<file path="config.mk">
export PLATFORM = sky130hd
export DESIGN_NAME = iobus_rect_fill
export DESIGN_NICKNAME = d
export VERILOG_FILES = /design/src/rtl/iobus_pkg.sv /design/src/rtl/rect_walker.sv /design/src/rtl/iobus_rect_fill.sv
export SDC_FILE = /design/constraint.sdc
export NUM_CORES = 1
export LEC_CHECK = 0
export ABC_AREA = 1
export CORE_MARGIN = 2
export CORE_UTILIZATION = 29
export CTS_CLUSTER_DIAMETER = 30
export DETAILED_ROUTE_END_ITERATION = 12
export HOLD_SLACK_MARGIN = 0.15
export PLACE_DENSITY_LB_ADDON = 0.1
export SYNTH_ARGS = -nofsm -noshare
export SYNTH_HDL_FRONTEND = slang
export SYNTH_SLANG_ARGS = --single-unit
</file>
<file path="constraint.sdc">
create_clock -name clk -period 4.5 [get_ports clk]
set_clock_uncertainty 0.05 [all_clocks]
set_input_delay 0.9 -clock clk [delete_from_list [all_inputs] [get_ports clk]]
set_output_delay 0.9 -clock clk [all_outputs]
set_load 0.005 [all_outputs]
</file>
<file path="src/rtl/iobus_pkg.sv">
// Shared IOBUS port map and rectangle-fill state encoding.
// Also holds the small length-clipping helper used by the fill walker.
package iobus_pkg;

   localparam logic [31:0] IOBUS_LEDS_ADDR   = 32'h1100C000;
   localparam logic [31:0] IOBUS_SSEG_ADDR   = 32'h1100C004;
   localparam logic [31:0] IOBUS_VGA_WR_ADDR = 32'h1100C010;

   typedef enum logic [1:0] {
      FILL_IDLE  = 2'd0,
      FILL_SETUP = 2'd1,
      FILL_WRITE = 2'd2,
      FILL_DONE  = 2'd3
   } fill_state_t;

   // Clip a requested span to the room left before the screen edge.
   function automatic logic [7:0] clip_len(input logic [7:0] len, input logic [16:0] room);
      logic [7:0] res;
      if ({9'd0, len} <= room) begin
         res = len;
      end else begin
         res = room[7:0];
      end
      return res;
   endfunction

endpackage

</file>
<file path="src/rtl/rect_walker.sv">
// Row-major pixel walker: clips the rectangle against the screen and steps
// the pixel index once per granted write.
module rect_walker
   import iobus_pkg::*;
#(
   parameter int COLS = 160,
   parameter int ROWS = 120
) (
   input  logic        clk,
   input  logic        RST_N,
   input  logic        load,
   input  logic        step,
   input  logic [7:0]  x0,
   input  logic [7:0]  y0,
   input  logic [7:0]  width,
   input  logic [7:0]  height,
   output logic [15:0] pix,
   output logic        last
);

   localparam logic [16:0] COLS_W = 17'(COLS);
   localparam logic [16:0] ROWS_W = 17'(ROWS);

   logic [16:0] col_room_s;
   logic [16:0] row_room_s;
   logic [16:0] base_s;
   logic [16:0] next_base_s;
   logic [16:0] pix_r;
   logic [16:0] row_base_r;
   logic [7:0]  col_r;
   logic [7:0]  row_r;
   logic [7:0]  w_eff_r;
   logic [7:0]  h_eff_r;

   // Clip room, rectangle origin and next-row base arithmetic.
   always_comb begin
      col_room_s  = COLS_W - {9'd0, x0};
      row_room_s  = ROWS_W - {9'd0, y0};
      base_s      = ({9'd0, y0} * COLS_W) + {9'd0, x0};
      next_base_s = row_base_r + COLS_W;
      pix         = pix_r[15:0];
      last        = (col_r == (w_eff_r - 8'd1)) && (row_r == (h_eff_r - 8'd1));
   end

   // Walker registers: load on setup, advance only on a granted write.
   always_ff @(posedge clk) begin
      if (!RST_N) begin
         pix_r      <= 17'd0;
         row_base_r <= 17'd0;
         col_r      <= 8'd0;
         row_r      <= 8'd0;
         w_eff_r    <= 8'd0;
         h_eff_r    <= 8'd0;
      end else if (load) begin
         w_eff_r    <= clip_len(width, col_room_s);
         h_eff_r    <= clip_len(height, row_room_s);
         row_base_r <= base_s;
         pix_r      <= base_s;
         col_r      <= 8'd0;
         row_r      <= 8'd0;
      end else if (step) begin
         if (col_r == (w_eff_r - 8'd1)) begin
            row_base_r <= next_base_s;
            pix_r      <= next_base_s;
            col_r      <= 8'd0;
            row_r      <= row_r + 8'd1;
         end else begin
            pix_r      <= pix_r + 17'd1;
            col_r      <= col_r + 8'd1;
         end
      end
   end

endmodule

</file>
<file path="src/rtl/iobus_rect_fill.sv">
// Rectangle fill engine: turns one command into a stream of packed
// colour/pixel writes on the IOBUS, clipped to the VRAM bounds.
module iobus_rect_fill
   import iobus_pkg::*;
#(
   parameter int          COLS    = 160,
   parameter int          ROWS    = 120,
   parameter logic [31:0] WR_ADDR = IOBUS_VGA_WR_ADDR
) (
   input  logic        clk,
   input  logic        RST_N,
   input  logic        start,
   input  logic [7:0]  x0,
   input  logic [7:0]  y0,
   input  logic [7:0]  width,
   input  logic [7:0]  height,
   input  logic [11:0] color,
   input  logic        abort,
   input  logic        bus_gnt,
   output logic        bus_req,
   output logic [31:0] iobus_addr,
   output logic [31:0] iobus_out,
   output logic        iobus_wr,
   output logic        busy,
   output logic        done,
   output logic        err
);

   localparam logic [16:0] COLS_W = 17'(COLS);
   localparam logic [16:0] ROWS_W = 17'(ROWS);

   fill_state_t state_r;
   logic [7:0]  x0_r;
   logic [7:0]  y0_r;
   logic [7:0]  width_r;
   logic [7:0]  height_r;
   logic [11:0] color_r;
   logic        err_r;
   logic        busy_r;
   logic        done_r;
   logic        bus_req_r;
   logic [31:0] addr_r;
   logic        invalid_s;
   logic        load_s;
   logic [15:0] pix_s;
   logic        last_s;

   // Command qualification and bus-side decode.
   always_comb begin
      invalid_s = (width_r == 8'd0) || (height_r == 8'd0) ||
                  ({9'd0, x0_r} >= COLS_W) || ({9'd0, y0_r} >= ROWS_W);
      load_s    = (state_r == FILL_SETUP);
      iobus_wr  = bus_req_r & bus_gnt;
      if (bus_req_r) begin
         iobus_out = {4'b0000, color_r, pix_s};
      end else begin
         iobus_out = 32'd0;
      end
   end

   assign bus_req    = bus_req_r;
   assign iobus_addr = addr_r;
   assign busy       = busy_r;
   assign done       = done_r;
   assign err        = err_r;

   rect_walker #(
      .COLS (COLS),
      .ROWS (ROWS)
   ) u_walker (
      .clk    (clk),
      .RST_N  (RST_N),
      .load   (load_s),
      .step   (iobus_wr),
      .x0     (x0_r),
      .y0     (y0_r),
      .width  (width_r),
      .height (height_r),
      .pix    (pix_s),
      .last   (last_s)
   );

   // Fill FSM; status and bus outputs are registered alongside the state.
   always_ff @(posedge clk) begin
      if (!RST_N) begin
         state_r   <= FILL_IDLE;
         x0_r      <= 8'd0;
         y0_r      <= 8'd0;
         width_r   <= 8'd0;
         height_r  <= 8'd0;
         color_r   <= 12'd0;
         err_r     <= 1'b0;
         busy_r    <= 1'b0;
         done_r    <= 1'b0;
         bus_req_r <= 1'b0;
         addr_r    <= 32'd0;
      end else begin
         case (state_r)
            FILL_IDLE: begin
               done_r <= 1'b0;
               if (start) begin
                  x0_r     <= x0;
                  y0_r     <= y0;
                  width_r  <= width;
                  height_r <= height;
                  color_r  <= color;
                  err_r    <= 1'b0;
                  busy_r   <= 1'b1;
                  state_r  <= FILL_SETUP;
               end
            end
            FILL_SETUP: begin
               if (invalid_s) begin
                  err_r   <= 1'b1;
                  done_r  <= 1'b1;
                  state_r <= FILL_DONE;
               end else begin
                  bus_req_r <= 1'b1;
                  addr_r    <= WR_ADDR;
                  state_r   <= FILL_WRITE;
               end
            end
            FILL_WRITE: begin
               // A write granted alongside abort still lands this cycle.
               if (abort || (bus_gnt && last_s)) begin
                  bus_req_r <= 1'b0;
                  addr_r    <= 32'd0;
                  done_r    <= 1'b1;
                  state_r   <= FILL_DONE;
               end
            end
            FILL_DONE: begin
               done_r  <= 1'b0;
               busy_r  <= 1'b0;
               state_r <= FILL_IDLE;
            end
            default: begin
               done_r    <= 1'b0;
               busy_r    <= 1'b0;
               bus_req_r <= 1'b0;
               addr_r    <= 32'd0;
               state_r   <= FILL_IDLE;
            end
         endcase
      end
   end

endmodule
</file>
==> metrics.cfg <==
[power]
p_switching_w = 0.00228
worst_ir_drop_vdd_uv = 260
power.density_cell_area_nw_per_um2 = 573
fraction_of_power_spent_switching_nets = 0.433
pwr-share-seq = 0.305
power_w = 0.00527
leakage_nw = 4.34
p_int_w = 0.00299
power_frac_comb = 0.462
clockPowerShare = 0.233

[floorplanning]
floorplan.die_area_um2 = 27700
core_area_um2 = 26000
rows = 59
i_o_pin_count = 118
chipHeight_um = 166
die-width_um = 166
floorplan.initialDensity = 0.294

[clocking]
post_cts.resized_instances = 0
htreeDepth = 4
insertion_delay_ns = 0.43
clk_pin_slew_worst_paths_ns = 0.05
hold_buffers = 0
clock_tree.buffer_depth = 2
post_cts.repair.setup_buffers = 0
cts.sinks = 114
tritoncts.num_buffers = 17
cts_root_buffer = sky130_fd_sc_hd__clkbuf_16
tritoncts = yes

[place]
gp_congestion = 0.820
dp.final_hpwl_um = 16400
port_buffers = 86

[status]
outcome = completed

[timing]
final.min_clock_period_ns = 3.39
finalHoldViolations = 0
worst_pin_slew_ns = 0.871
setup_total_negative_slack_ns = 0
timing.slew.headroom = 0.419
finalCritPeriodShare = 0.754
setup_repair_after_global_routing_missed_its_margin = false
highest_attainable_clock_frequency_mhz = 295
timing.final.max_slew_violations = 0
total_setup_violations_reported_at_the_end_of_the_flow = 0

[job]
cap_violations = 0

[synth]
synth_area_leaders = sky130_fd_sc_hd__dfxtp_1, sky130_fd_sc_hd__nand2_1, sky130_fd_sc_hd__inv_1
ys_ff_latch = 114
synth.distinct_cells = 43
yosysSeqAreaShare = 0.299
yosysWarningCount = 0
synth.top_cell.area_share = 0.299
syn_area_um2 = 7640
share_of_flip_flops_with_an_asynchronous_set_or_reset_after_synthesis = 0
post_synthesis_average_cell_area_um2 = 6.53
syn_inst = 1170
synth_edf_count = 0
synth_top_area_cell = sky130_fd_sc_hd__dfxtp_1
synth_flop_cell = sky130_fd_sc_hd__dfxtp_1

[global_route]
global_route.overflow_total = 0
grt.total_usage = 0.160
first_global_vias = 6927
largest_net_degree_at_the_start_of_global_routing = 67
grt_antenna_before_repair = 0
wire_length_of_the_first_global_routing_pass_um = 35800

[critical_path]
startpoint_class_of_the_critical_path = input pin
timing_worst_setup_path_type = in -> out
worstPathRequired_ns = 3.55
arrival_ns = 2.44
timing.critical_path.to_type = output port
worstPathMaxFanout = 8

[min_path]
min-delay-path-class = reg -> reg

[layout]
nNetsFinal = 1333
drive_above_1_share = 0.0496
num-fill-cells = 2871
diodes = 0
final_core_utilization = 0.354
area_growth_syn_to_layout_pct = 20.2

[route]
totalWireLength_um = 21600
drtPass1Iterations = 5
final_antenna_net_count = 0
via_count = 7131
drt_iter0_markers = 367
detail_route.wl_per_cell_um = 13.6
vias_per_cell = 4.50
remaining_routing_drc_violations = 0

[critical path: stages]
cell	delay (ns)
sky130_fd_sc_hd__clkdlybuf4s50_1	0.54
sky130_fd_sc_hd__nand2_1	0.24
sky130_fd_sc_hd__inv_2	0.21
sky130_fd_sc_hd__clkdlybuf4s50_1	0.55
[metal layers]
metal	vias to the layer above	GRT usage	wire length, um
li1	3805	-	-
met3	6	0.0238	590
met1	3220	0.211	10500
met4	0	0.0506	148
met2	100	0.270	10400
met5	-	0	0
[cells in the mapped netlist, types with 2 or more instances]
| cell | count |
|---|---|
| sky130_fd_sc_hd__o21bai_1 | 2 |
| sky130_fd_sc_hd__clkbuf_1 | 31 |
| sky130_fd_sc_hd__nand2_2 | 3 |
| sky130_fd_sc_hd__nand3_1 | 87 |
| sky130_fd_sc_hd__nor2_1 | 139 |
| sky130_fd_sc_hd__nand2_1 | 262 |
| sky130_fd_sc_hd__nor3b_2 | 2 |
| sky130_fd_sc_hd__xor2_1 | 35 |
| sky130_fd_sc_hd__inv_2 | 5 |
| sky130_fd_sc_hd__ha_1 | 43 |
| sky130_fd_sc_hd__dfxtp_1 | 114 |
| sky130_fd_sc_hd__nor2_2 | 2 |
| sky130_fd_sc_hd__buf_1 | 2 |
| sky130_fd_sc_hd__nor3_1 | 10 |
| sky130_fd_sc_hd__nand2_4 | 2 |
| sky130_fd_sc_hd__a31oi_1 | 2 |
| sky130_fd_sc_hd__xnor2_1 | 20 |
| sky130_fd_sc_hd__fa_1 | 2 |
| sky130_fd_sc_hd__nand4_1 | 3 |
| sky130_fd_sc_hd__o21ai_0 | 88 |
| sky130_fd_sc_hd__o21a_1 | 2 |
| sky130_fd_sc_hd__inv_1 | 148 |
| sky130_fd_sc_hd__o21ai_1 | 11 |
| sky130_fd_sc_hd__or2_2 | 7 |
| sky130_fd_sc_hd__a21oi_1 | 81 |
| sky130_fd_sc_hd__buf_2 | 2 |
| sky130_fd_sc_hd__o22ai_1 | 8 |
| sky130_fd_sc_hd__o211ai_1 | 2 |
| sky130_fd_sc_hd__buf_4 | 36 |
| sky130_fd_sc_hd__nand3b_1 | 6 |
[power by group through the flow]
stage | registers, W | logic [W] | clock network, W
floorplan | 0.00153 | 0.00187 | 0
global placement | 0.00163 | 0.00245 | 0
detailed placement | 0.00163 | 0.00246 | 0
CTS | 0.00161 | 0.00247 | 0.00127
global route | 0.00166 | 0.00282 | 0.00130
finish | 0.00161 | 0.00243 | 0.00123
[flip-flops by register name (all words and copies together), names as in the netlist]
signal / flops
u_walker.pix_r: 16
u_walker.row_base_r: 16
color_r: 12
height_r: 8
u_walker.col_r: 8
u_walker.h_eff_r: 8
u_walker.row_r: 8
u_walker.w_eff_r: 8
width_r: 8
x0_r: 8
y0_r: 8
state_r: 2
busy: 1
done: 1
err: 1
iobus_addr: 1
[through the flow]
| step | setup WS [ns] | instances | hold WS [ns] | cell area (um2) |
|---|---|---|---|---|
| after floorplan | 1.99 | 1200 | 0.395 | 7750 |
| after global placement | 1.10 | 1555 | 0.410 | 8660 |
| after detailed placement | 1.07 | 1555 | 0.411 | 8660 |
| after CTS | 1.06 | 1586 | 0.421 | 9190 |
| after global routing | 1.01 | 1586 | 0.437 | 9190 |
| final | 1.11 | 1586 | 0.415 | 9190 |
[kinds of logic after synthesis]
group | after synthesis | synth area share
buf+inv | 225 | 0.130
simple gates | 531 | 0.297
flops | 114 | 0.299
other cells | 1 | 0.000491
xor+xnor | 55 | 0.0630
compound gates | 199 | 0.135
fa+ha+maj | 45 | 0.0756
[cells in the final DEF, fill, tap and decap left out, drive strengths merged, types with 8 or more instances in the layout]
cell type and n:
o21ai 100, xor2 35, xnor2 20, nand2 267, clkbuf 26, or2 8
dfxtp 114, o22ai 8, conb 31, nor3 11, nor2 143, clkdlybuf4s50 85
inv 153, a21oi 82, ha 43, nand3 88
[final timing paths]
path	from	cells after the start	slack, ns	endpoint
min reg2reg	u_walker.h_eff_r[7]	2	0.42	u_walker.h_eff_r[7]
max reg2reg	y0_r[0]	14	1.39	u_walker.h_eff_r[0]
min	u_walker.h_eff_r[7]	2	0.42	u_walker.h_eff_r[7]
max	bus_gnt	4	1.11	iobus_wr
[final cells by class]
class                   instances  area [um2]  share of cell area
clock inverters                 5        27.5             0.00300
flip-flops and latches        114        2280               0.248
well taps                     335         419              0.0456
clock buffers                  26         499              0.0543
inverters                     153         574              0.0625
multi-input cells             861        4490               0.488
repair buffers                 92         901              0.0980
Power figures use the tool's default switching activity.
